--- config.mk ---
export PLATFORM = sky130hd
export DESIGN_NAME = multi_light_controller
export DESIGN_NICKNAME = d
export VERILOG_FILES = /design/src/rtl/light_ctrl_pkg.sv /design/src/rtl/multi_light_controller_rr_arbiter.sv /design/src/rtl/multi_light_controller.sv
export SDC_FILE = /design/constraint.sdc
export NUM_CORES = 1
export LEC_CHECK = 0
export CAP_MARGIN = 5
export CORE_ASPECT_RATIO = 1.2
export CORE_MARGIN = 5
export CORE_UTILIZATION = 60
export DETAILED_ROUTE_END_ITERATION = 7
export PLACE_DENSITY = 0.84
export SLEW_MARGIN = 30
export SYNTH_ARGS = -nofsm -noshare
export SYNTH_HDL_FRONTEND = slang
export SYNTH_SLANG_ARGS = --single-unit
--- constraint.sdc ---
create_clock -name clk -period 4.27 [get_ports clk]
set_input_delay 0.854 -clock clk [delete_from_list [all_inputs] [get_ports clk]]
set_output_delay 0.854 -clock clk [all_outputs]
set_load 0.02 [all_outputs]
--- src/rtl/light_ctrl_pkg.sv ---
// Shared types and colour codes for the intersection light controllers.
// FLASH exists only when LIGHT_CTRL_FLASH_EN is defined.
package light_ctrl_pkg;

  typedef enum logic [2:0] {
    ST_IDLE,
    ST_GREEN,
    ST_YELLOW,
    ST_ALL_RED
`ifdef LIGHT_CTRL_FLASH_EN
    , ST_FLASH
`endif
  } light_state_t;

  localparam logic [1:0] LC_RED    = 2'd0;
  localparam logic [1:0] LC_YELLOW = 2'd1;
  localparam logic [1:0] LC_DARK   = 2'd2;
  localparam logic [1:0] LC_GREEN  = 2'd3;

endpackage

--- src/rtl/multi_light_controller_rr_arbiter.sv ---
// Combinational round-robin pick: first requester at or after last+1, wrapping.
module rr_arbiter #(
  parameter int N = 4
) (
  input  logic [N-1:0]         req,
  input  logic [$clog2(N)-1:0] last,
  output logic [N-1:0]         grant,
  output logic [$clog2(N)-1:0] index
);

  localparam int IW = $clog2(N);
  localparam int unsigned NU = N;

  logic found;

  always_comb begin
    grant = '0;
    index = '0;
    found = 1'b0;
    for (int unsigned k = 1; k <= NU; k++) begin
      int unsigned j;
      j = (k + 32'(last)) % NU;
      if (!found && req[j]) begin
        found    = 1'b1;
        grant[j] = 1'b1;
        index    = IW'(j);
      end
    end
  end

endmodule

--- src/rtl/multi_light_controller.sv ---
// N-approach round-robin intersection controller with bounded green and timed clearance.
// Optional flashing mode is compiled in with LIGHT_CTRL_FLASH_EN.
module multi_light_controller
  import light_ctrl_pkg::*;
#(
  parameter int NUM_APPROACHES = 4,
  parameter int CNT_W          = 8,
  parameter int MIN_GREEN      = 8,
  parameter int MAX_GREEN      = 32,
  parameter int YELLOW_TIME    = 3,
  parameter int ALL_RED_TIME   = 2
`ifdef LIGHT_CTRL_FLASH_EN
  , parameter int FLASH_HALF   = 4
`endif
) (
  input  logic                              clk,
  input  logic                              rst_n,
  input  logic [NUM_APPROACHES-1:0]         car_has_arrived,
  input  logic                              street_light_controller,
  output logic [2*NUM_APPROACHES-1:0]       set_light_color,
  output logic [$clog2(NUM_APPROACHES)-1:0] active_approach,
  output logic                              phase_busy
`ifdef LIGHT_CTRL_FLASH_EN
  , input  logic                            flash_mode
`endif
);

  localparam int IW = $clog2(NUM_APPROACHES);
  localparam logic [CNT_W-1:0] MIN_LAST = CNT_W'(MIN_GREEN - 1);
  localparam logic [CNT_W-1:0] MAX_LAST = CNT_W'(MAX_GREEN - 1);
  localparam logic [CNT_W-1:0] YEL_LAST = CNT_W'(YELLOW_TIME - 1);
  localparam logic [CNT_W-1:0] AR_LAST  = CNT_W'(ALL_RED_TIME - 1);
`ifdef LIGHT_CTRL_FLASH_EN
  localparam logic [CNT_W-1:0] FL_HALF  = CNT_W'(FLASH_HALF);
  localparam logic [CNT_W-1:0] FL_LAST  = CNT_W'(2 * FLASH_HALF - 1);
`endif

  light_state_t                  state, state_next;
  logic [CNT_W-1:0]              cnt, cnt_next;
  logic [IW-1:0]                 last, last_next, active_next, win_idx;
  logic [NUM_APPROACHES-1:0]     pending, pending_next, req, grant, act_mask;
  logic [2*NUM_APPROACHES-1:0]   color_next;
  logic                          busy_next, grant_go, flash;

`ifdef LIGHT_CTRL_FLASH_EN
  assign flash = flash_mode;
`else
  assign flash = 1'b0;
`endif

  assign req = (pending | car_has_arrived) & {NUM_APPROACHES{street_light_controller}};

  rr_arbiter #(.N(NUM_APPROACHES)) u_arb (
    .req   (req),
    .last  (last),
    .grant (grant),
    .index (win_idx)
  );

  always_comb begin
    state_next  = state;
    cnt_next    = cnt;
    last_next   = last;
    active_next = active_approach;
    grant_go    = 1'b0;
    act_mask    = '0;
    act_mask[active_approach] = 1'b1;
    // The green approach's own arrivals are presence, not a new request.
    pending_next = pending | car_has_arrived;
    if (state == ST_GREEN) pending_next = pending_next & ~act_mask;

    case (state)
      ST_IDLE: begin
        if (flash) begin
`ifdef LIGHT_CTRL_FLASH_EN
          state_next = ST_FLASH;
          cnt_next   = '0;
`endif
        end else if (|req) begin
          grant_go = 1'b1;
        end
      end
      ST_GREEN: begin
        if (!street_light_controller || flash ||
            (cnt >= MIN_LAST && |(req & ~act_mask) &&
             (!car_has_arrived[active_approach] || cnt == MAX_LAST))) begin
          state_next = ST_YELLOW;
          cnt_next   = '0;
        end else if (cnt != MAX_LAST) begin
          cnt_next = cnt + CNT_W'(1);
        end
      end
      ST_YELLOW: begin
        if (cnt == YEL_LAST) begin
          state_next = ST_ALL_RED;
          cnt_next   = '0;
        end else begin
          cnt_next = cnt + CNT_W'(1);
        end
      end
      ST_ALL_RED: begin
        if (cnt != AR_LAST) begin
          cnt_next = cnt + CNT_W'(1);
        end else if (flash) begin
`ifdef LIGHT_CTRL_FLASH_EN
          state_next = ST_FLASH;
          cnt_next   = '0;
`endif
        end else if (|req) begin
          grant_go = 1'b1;
        end else begin
          state_next = ST_IDLE;
          cnt_next   = '0;
        end
      end
`ifdef LIGHT_CTRL_FLASH_EN
      ST_FLASH: begin
        if (!flash) begin
          state_next = ST_ALL_RED;
          cnt_next   = '0;
        end else begin
          cnt_next = (cnt == FL_LAST) ? '0 : cnt + CNT_W'(1);
        end
      end
`endif
      default: state_next = ST_IDLE;
    endcase

    if (grant_go) begin
      state_next   = ST_GREEN;
      cnt_next     = '0;
      active_next  = win_idx;
      last_next    = win_idx;
      pending_next = pending_next & ~grant;
    end

    // Lamps are derived from the next state so they leave the register with it.
    color_next = '0;
    for (int unsigned i = 0; i < NUM_APPROACHES; i++) begin
      color_next[2*i +: 2] = LC_RED;
      if (IW'(i) == active_next && state_next == ST_GREEN)  color_next[2*i +: 2] = LC_GREEN;
      if (IW'(i) == active_next && state_next == ST_YELLOW) color_next[2*i +: 2] = LC_YELLOW;
`ifdef LIGHT_CTRL_FLASH_EN
      if (state_next == ST_FLASH) color_next[2*i +: 2] = (cnt_next < FL_HALF) ? LC_YELLOW : LC_DARK;
`endif
    end
    busy_next = (state_next == ST_GREEN) || (state_next == ST_YELLOW) || (state_next == ST_ALL_RED);
  end

  always_ff @(posedge clk) begin
    if (!rst_n) begin
      state           <= ST_IDLE;
      cnt             <= '0;
      last            <= IW'(NUM_APPROACHES - 1);
      pending         <= '0;
      active_approach <= '0;
      set_light_color <= '0;
      phase_busy      <= 1'b0;
    end else begin
      state           <= state_next;
      cnt             <= cnt_next;
      last            <= last_next;
      pending         <= pending_next;
      active_approach <= active_next;
      set_light_color <= color_next;
      phase_busy      <= busy_next;
    end
  end

endmodule
**Word level (Yosys, flattened, before mapping)**

Cells that the tools add are included.

- Register bits: 28
- Bits in latches: 0
- Bits in writable memories: 0
- ROM bits: 0
- Input port bits: 7
- Output and inout bits: 11
- Word-level logic and storage cells: 148
- Memories kept: 0

- Add/sub/neg operators: 5
- Multipliers: 0
- Div/mod/pow operators: 0
- $lt $le $gt $ge: 11
- Equality and inequality tests: 15
- Shift-type cells: 0
- Multiplexer cells: 57
- Bitwise gates (word level): 11
- Reduce and logical (&&, ||, !) cells: 38

Operators with widths:

| operator | number |
|---|---|
| 8-bit 2-to-1 mux | 5 |
| 4-bit 2-to-1 mux | 6 |
| 8-bit one-hot mux with 3 select lines | 1 |
| 1-bit 2-to-1 mux | 19 |
| 1-bit logical AND | 18 |
| 2-bit 2-to-1 mux | 9 |
| 4-bit AND | 4 |
| 4-bit bitwise OR | 4 |
| 2-bit by 3-bit < comparator with 1-bit output, second input constant | 5 |
| 3-bit 2-to-1 mux | 5 |
| 3-bit by 2-bit == test with 1-bit output, second input constant | 4 |
| 3-bit one-hot mux with 4 select lines | 1 |
| 1-bit binary-select mux with 2-bit select | 5 |
| 1-bit demux with 2-bit select | 5 |
| 2-bit by 1-bit greater-or-equal comparator with 1-bit output, second input constant | 5 |
| 2-bit OR reduction | 5 |
| 8-bit by 1-bit adder with 8-bit output, second input constant | 1 |
| 8-bit by 2-bit == test with 1-bit output, second input constant | 1 |
| 8-bit by 5-bit == test with 1-bit output, second input constant | 1 |
| 8-bit by 3-bit greater-or-equal comparator with 1-bit output, second input constant | 1 |
| 8-bit by 1-bit != test with 1-bit output, second input constant | 1 |
| 8-bit by 5-bit != test with 1-bit output, second input constant | 1 |
| 4-bit inverter | 2 |
| 4-bit OR reduction | 2 |
| other kinds (15) | 26 |

**Longest topological paths before layout**

- Depth in word-level cells: 19
- Depth in mapped cells: 10
- Mapped depth without buffers: 9

**By module**

Synthesis repeated with hierarchy kept, for this count alone.

- Cells, all modules: 242
- Area total of the unflattened synthesis: 2079.5 um^2

By module, submodules not included:

| module | instances | cells each | area an instance (um^2) |
|---|---|---|---|
| multi_light_controller | 1 | 183 | 1589.0 |
| rr_arbiter | 1 | 59 | 490.5 |

**Worst setup path after synthesis**

OpenSTA, ideal clock, no wires.

- Path kind: register to register
- From: register last[0]
- To: register set_light_color[6]
- Arrival: 2405 ps
- Path slack: 1787 ps
- Cell stages (with the launch flop): 10
- Path buffers: 1
- Period minus slack after synthesis: 2483 ps
- Cell sequence: dfxtp_1 > buf_2 > inv_1 > ha_1 > or3b_2 > mux2i_1 > and3_1 > nor4_2 > a221o_1 > nor3_1

- Word-level cells in the longest chain between the ends: 18
- Elaborated cells on any way between the ends: 31
- Those cells by class: add/sub (4); eq/ne (1); mux (18); reduce/logical (8)

Ends and longest elaborated chain:

| what | RTL line | RTL |
|---|---|---|
| start: declaration | multi_light_controller.sv:40 | `logic [IW-1:0] last, last_next, active_next, win_idx;` |
| start signal: assignment | multi_light_controller.sv:154 | `last <= IW'(NUM_APPROACHES - 1);` |
| start signal: assignment | multi_light_controller.sv:162 | `last <= last_next;` |
| 1-bit by 2-bit adder with 2-bit output | multi_light_controller_rr_arbiter.sv:22 | `j = (k + 32'(last)) % NU;` |
| 1-bit binary-select mux with 2-bit select | multi_light_controller_rr_arbiter.sv:23 | `if (!found && req[j]) begin` |
| 1-bit 2-to-1 mux (implied by the code) | multi_light_controller_rr_arbiter.sv:23 |  |
| 1-bit 2-to-1 mux | multi_light_controller_rr_arbiter.sv:23 |  |
| 1-bit logical NOT | multi_light_controller_rr_arbiter.sv:23 |  |
| 1-bit logical AND | multi_light_controller_rr_arbiter.sv:23 |  |
| 1-bit 2-to-1 mux | multi_light_controller_rr_arbiter.sv:23 |  |
| 1-bit logical NOT | multi_light_controller_rr_arbiter.sv:23 |  |
| (+2 left out) | n/a |  |
| 1-bit logical NOT | multi_light_controller_rr_arbiter.sv:23 |  |
| 1-bit logical AND | multi_light_controller_rr_arbiter.sv:23 |  |
| 2-bit 2-to-1 mux * | multi_light_controller_rr_arbiter.sv:23 |  |
| 2-bit 2-to-1 mux * | multi_light_controller.sv:129 | `if (grant_go) begin` |
| 2-bit == test * | multi_light_controller.sv:141, multi_light_controller.sv:142 |  |
| 1-bit logical AND | multi_light_controller.sv:141 | `if (IW'(i) == active_next && state_next == ST_GREEN) color_next[2*i +: 2] = LC_GREEN;` |
| 2-bit 2-to-1 mux | multi_light_controller.sv:141 |  |
| 1-bit 2-to-1 mux * | multi_light_controller.sv:142 | `if (IW'(i) == active_next && state_next == ST_YELLOW) color_next[2*i +: 2] = LC_YELLOW;` |
| end signal: assignment | multi_light_controller.sv:165 | `set_light_color <= color_next;` |
| end: declaration | multi_light_controller.sv:20 | `output logic [2*NUM_APPROACHES-1:0] set_light_color,` |

Every way passes the cells marked *; elsewhere a longest branch is shown, timed or not. The select of a mux whose other input is x is not followed.
A chain may end at the register's enable or synchronous reset.

**Final worst setup path**

- From: input car_has_arrived[2]
- To: register cnt[5]

- Word-level cells in the longest chain between the ends: 9
- Elaborated cells on any way between the ends: 21
- Those cells by class: eq/ne (2); mux (7); bitwise (3); reduce/logical (9)

Ends and longest elaborated chain:

| what | RTL line | RTL |
|---|---|---|
| start: declaration | multi_light_controller.sv:18 | `input logic [NUM_APPROACHES-1:0] car_has_arrived,` |
| 4-bit bitwise OR | multi_light_controller.sv:51 | `assign req = (pending \| car_has_arrived) & {NUM_APPROACHES{street_light_controller}};` |
| 4-bit AND | multi_light_controller.sv:51 |  |
| 4-bit AND | multi_light_controller.sv:85 | `(cnt >= MIN_LAST && \|(req & ~act_mask) &&` |
| 4-bit OR reduction | multi_light_controller.sv:85 |  |
| 1-bit logical AND (2 in a row) | multi_light_controller.sv:85 |  |
| 1-bit logical OR | multi_light_controller.sv:84 | `if (!street_light_controller \|\| flash \|\|` |
| 3-bit by 1-bit != test with 1-bit output (no source line) or 8-bit 2-to-1 mux (tied branches) | n/a |  |
| 3-bit AND reduction (no source line) or 8-bit one-hot mux with 3 select lines (tied branches) | n/a |  |
| end signal: assignment | multi_light_controller.sv:161 | `cnt <= cnt_next;` |
| end: declaration | multi_light_controller.sv:39 | `logic [CNT_W-1:0] cnt, cnt_next;` |

Parallel ways exist; a longest one is shown, timed or not. The select of a mux whose other input is x is not followed.

==> reports/qor.yml <==
final_cells: 269
grt_max_degree: 20
antenna_found_initial: 0
clk_pin_slew_ps: 150
cp_max_fo: 19
grt_pass1_wl_um: 7190
overflow: 0
cts_max_path_buffers: 2
drv_cap: 0
core_area_um2: 2810
die_area_um2: 4100
synthArstFlopShare: 0
vias: 1780
cp-startpoint: "car_has_arrived[2]"
synth_fp_nets: 236
maxSlewViolCount: 0
port_buffers: 17
place_ws_ps: 742
layout_commonest_cell: "dfxtp_1"
wire_per_inst_um: 15.7
finClkSkew_ps: 7.45
slew_headroom: 0.542
synth_warnings: 0
num_rows: 21
setup.worst_path.class: "primary input to register"
ctsRootBufferMaster: "clkbuf_4"
cts_inserted_buffers: 3
place_inst: 265
initial_utilization: 0.623
worstPathArrival_ps: 3530
syn_inst: 222
power_leakage_uw: 0.000692
ctsHtreeMaxLevel: 1
cts_setup_buffers: 0
syn_avg_cell_area_um2: 7.89
synth_edf_count: 0
mostFrequentLayoutCells: "dfxtp_1, nand2_1, a21oi_1"
crit_end: "cnt[5]"
r2r_slack_ps: 1280
area_growth_pct: 12.9
crit_required_ps: 4540
die_w_um: 59.3
dr.pass1.iters: 6
track_usage: 0.214
io_pins: 18
setup_ws_ps: 1010
viasPerCell: 6.62
final.setup.tns_ps: 0
ir_drop_uv: 232
drt_iter0_markers: 143
worst_r2r_path_depth: 8
dp_hpwl_um: 3190
ys_seq_area_frac: 0.320
ys.flop_type: "dfxtp_1"
die_height_um: 69.2
hold_viol_final: 0
rsz0062_at_grt: "no"
synth.cell_area_um2: 1750
route.detailed.drc: 0
tritoncts: "done"
ctsResizeCount: 0
cp-start-kind: "primary input"
grt_pass1_vias: 1647
insertion_delay_ps: 330
antennaDiodeCount: 0
ys_ff_latch: 28
gp_congestion: 0.972
reg2reg_from: "last[0]"
ctsHoldBuffers: 0
final_nets: 250
r2r-end: "set_light_color[2]"
fmax_mhz: 307
synth_cell_types: 50
wl_um: 4230
holdWs_ps: 527
hold_class: "register to register"
setup-violations-final: 0
worstMarginPinSlew_ps: 687
status: "finished, final reports clean"
clock-sinks: 28
final_antenna_net_count: 0
period_share: 0.763
layout-drive-gt1-share: 0.0638
fin_crit_ps: 3260
power_density_nw_per_um2: 305
critPathCaptureType: "register"
-- synthesized netlist by cell type, types with 3 or more instances --
library cell | n | area (um^2)
a222oi_1 | 4 | 40.0
nand2b_1 | 3 | 18.8
inv_1 | 9 | 33.8
dfxtp_1 | 28 | 561
or3_1 | 7 | 43.8
nor3_1 | 17 | 85.1
nor2_1 | 17 | 63.8
o22ai_1 | 7 | 43.8
o21ai_0 | 11 | 55.1
nand3_1 | 10 | 50.1
a21o_1 | 3 | 22.5
buf_2 | 4 | 20.0
a21oi_1 | 20 | 100
nand2_1 | 20 | 75.1
nor2b_1 | 3 | 18.8
a22oi_1 | 3 | 22.5
o21a_1 | 3 | 22.5
ha_1 | 7 | 87.6
clkbuf_1 | 4 | 15.0
and2_1 | 3 | 18.8
-- stage by stage --
| stage | total power [uW] | utilization | area (um^2) |
|---|---|---|---|
| floorplan | 395 | - | 1750 |
| global placement | 426 | 0.685 | 1930 |
| detailed placement | 432 | 0.685 | 1930 |
| CTS | 602 | 0.704 | 1980 |
| global route | 631 | 0.704 | 1980 |
| finish | 603 | 0.704 | 1980 |
-- where the power goes --
| part | internal [uW] | total [uW] | switching (uW) |
|---|---|---|---|
| Sequential | 272 | 289 | 16.8 |
| Clock | 95.0 | 173 | 78.3 |
| Combinational | 58.4 | 141 | 82.1 |
-- routing by layer --
metal | routed length, um | GRT usage | up-vias
li1 | - | - | 850
met1 | 1690 | 0.242 | 833
met2 | 2180 | 0.368 | 85
met3 | 298 | 0.0577 | 12
met4 | 68 | 0.0806 | 0
met5 | 0 | 0 | -
-- critical path: stages --
cell	delay, ps
clkdlybuf4s50_1	490
nor4_1	450
a21o_1	240
or3_1	570
nand2_1	340
or3_1	450
o22ai_1	130
-- sequential cells by signal, indices dropped and copies added (netlist names) --
name             cells
active_approach      2
cnt                  8
last                 2
pending              4
phase_busy           1
set_light_color      8
state                3
-- cell families after synthesis --
family                     share of synthesized area
AOI/OAI and AO/OA                              0.251
xor gates and xnor gates                     0.00500
adders and majority gates                     0.0500
buffers and inverters                         0.0457
DFF                                            0.320
muxes                                         0.0243
other                                        0.00214
and+or+nand+nor                                0.302
-- how the worst min path moves through the flow --
stage	depth (start not counted)	slack (ps)	from	endpoint
6_report	2	530	cnt[1]	cnt[1]
3_5_place_dp	2	510	cnt[1]	cnt[1]
4_1_cts	2	530	cnt[1]	cnt[1]
2_1_floorplan	2	480	cnt[1]	cnt[1]
3_3_place_gp	2	500	cnt[1]	cnt[1]
5_1_grt	2	560	cnt[1]	cnt[1]
-- layout make-up --
class / count / area (um^2)
multi-input combinational: 176 / 1110
inverter: 9 / 33.8
clock buffer: 3 / 22.5
tap: 34 / 42.5
clock inverter: 1 / 30.0
fill: 233 / 833
timing repair buffer: 18 / 178
sequential: 28 / 561
No activity file was read; power rests on OpenSTA's default activity.
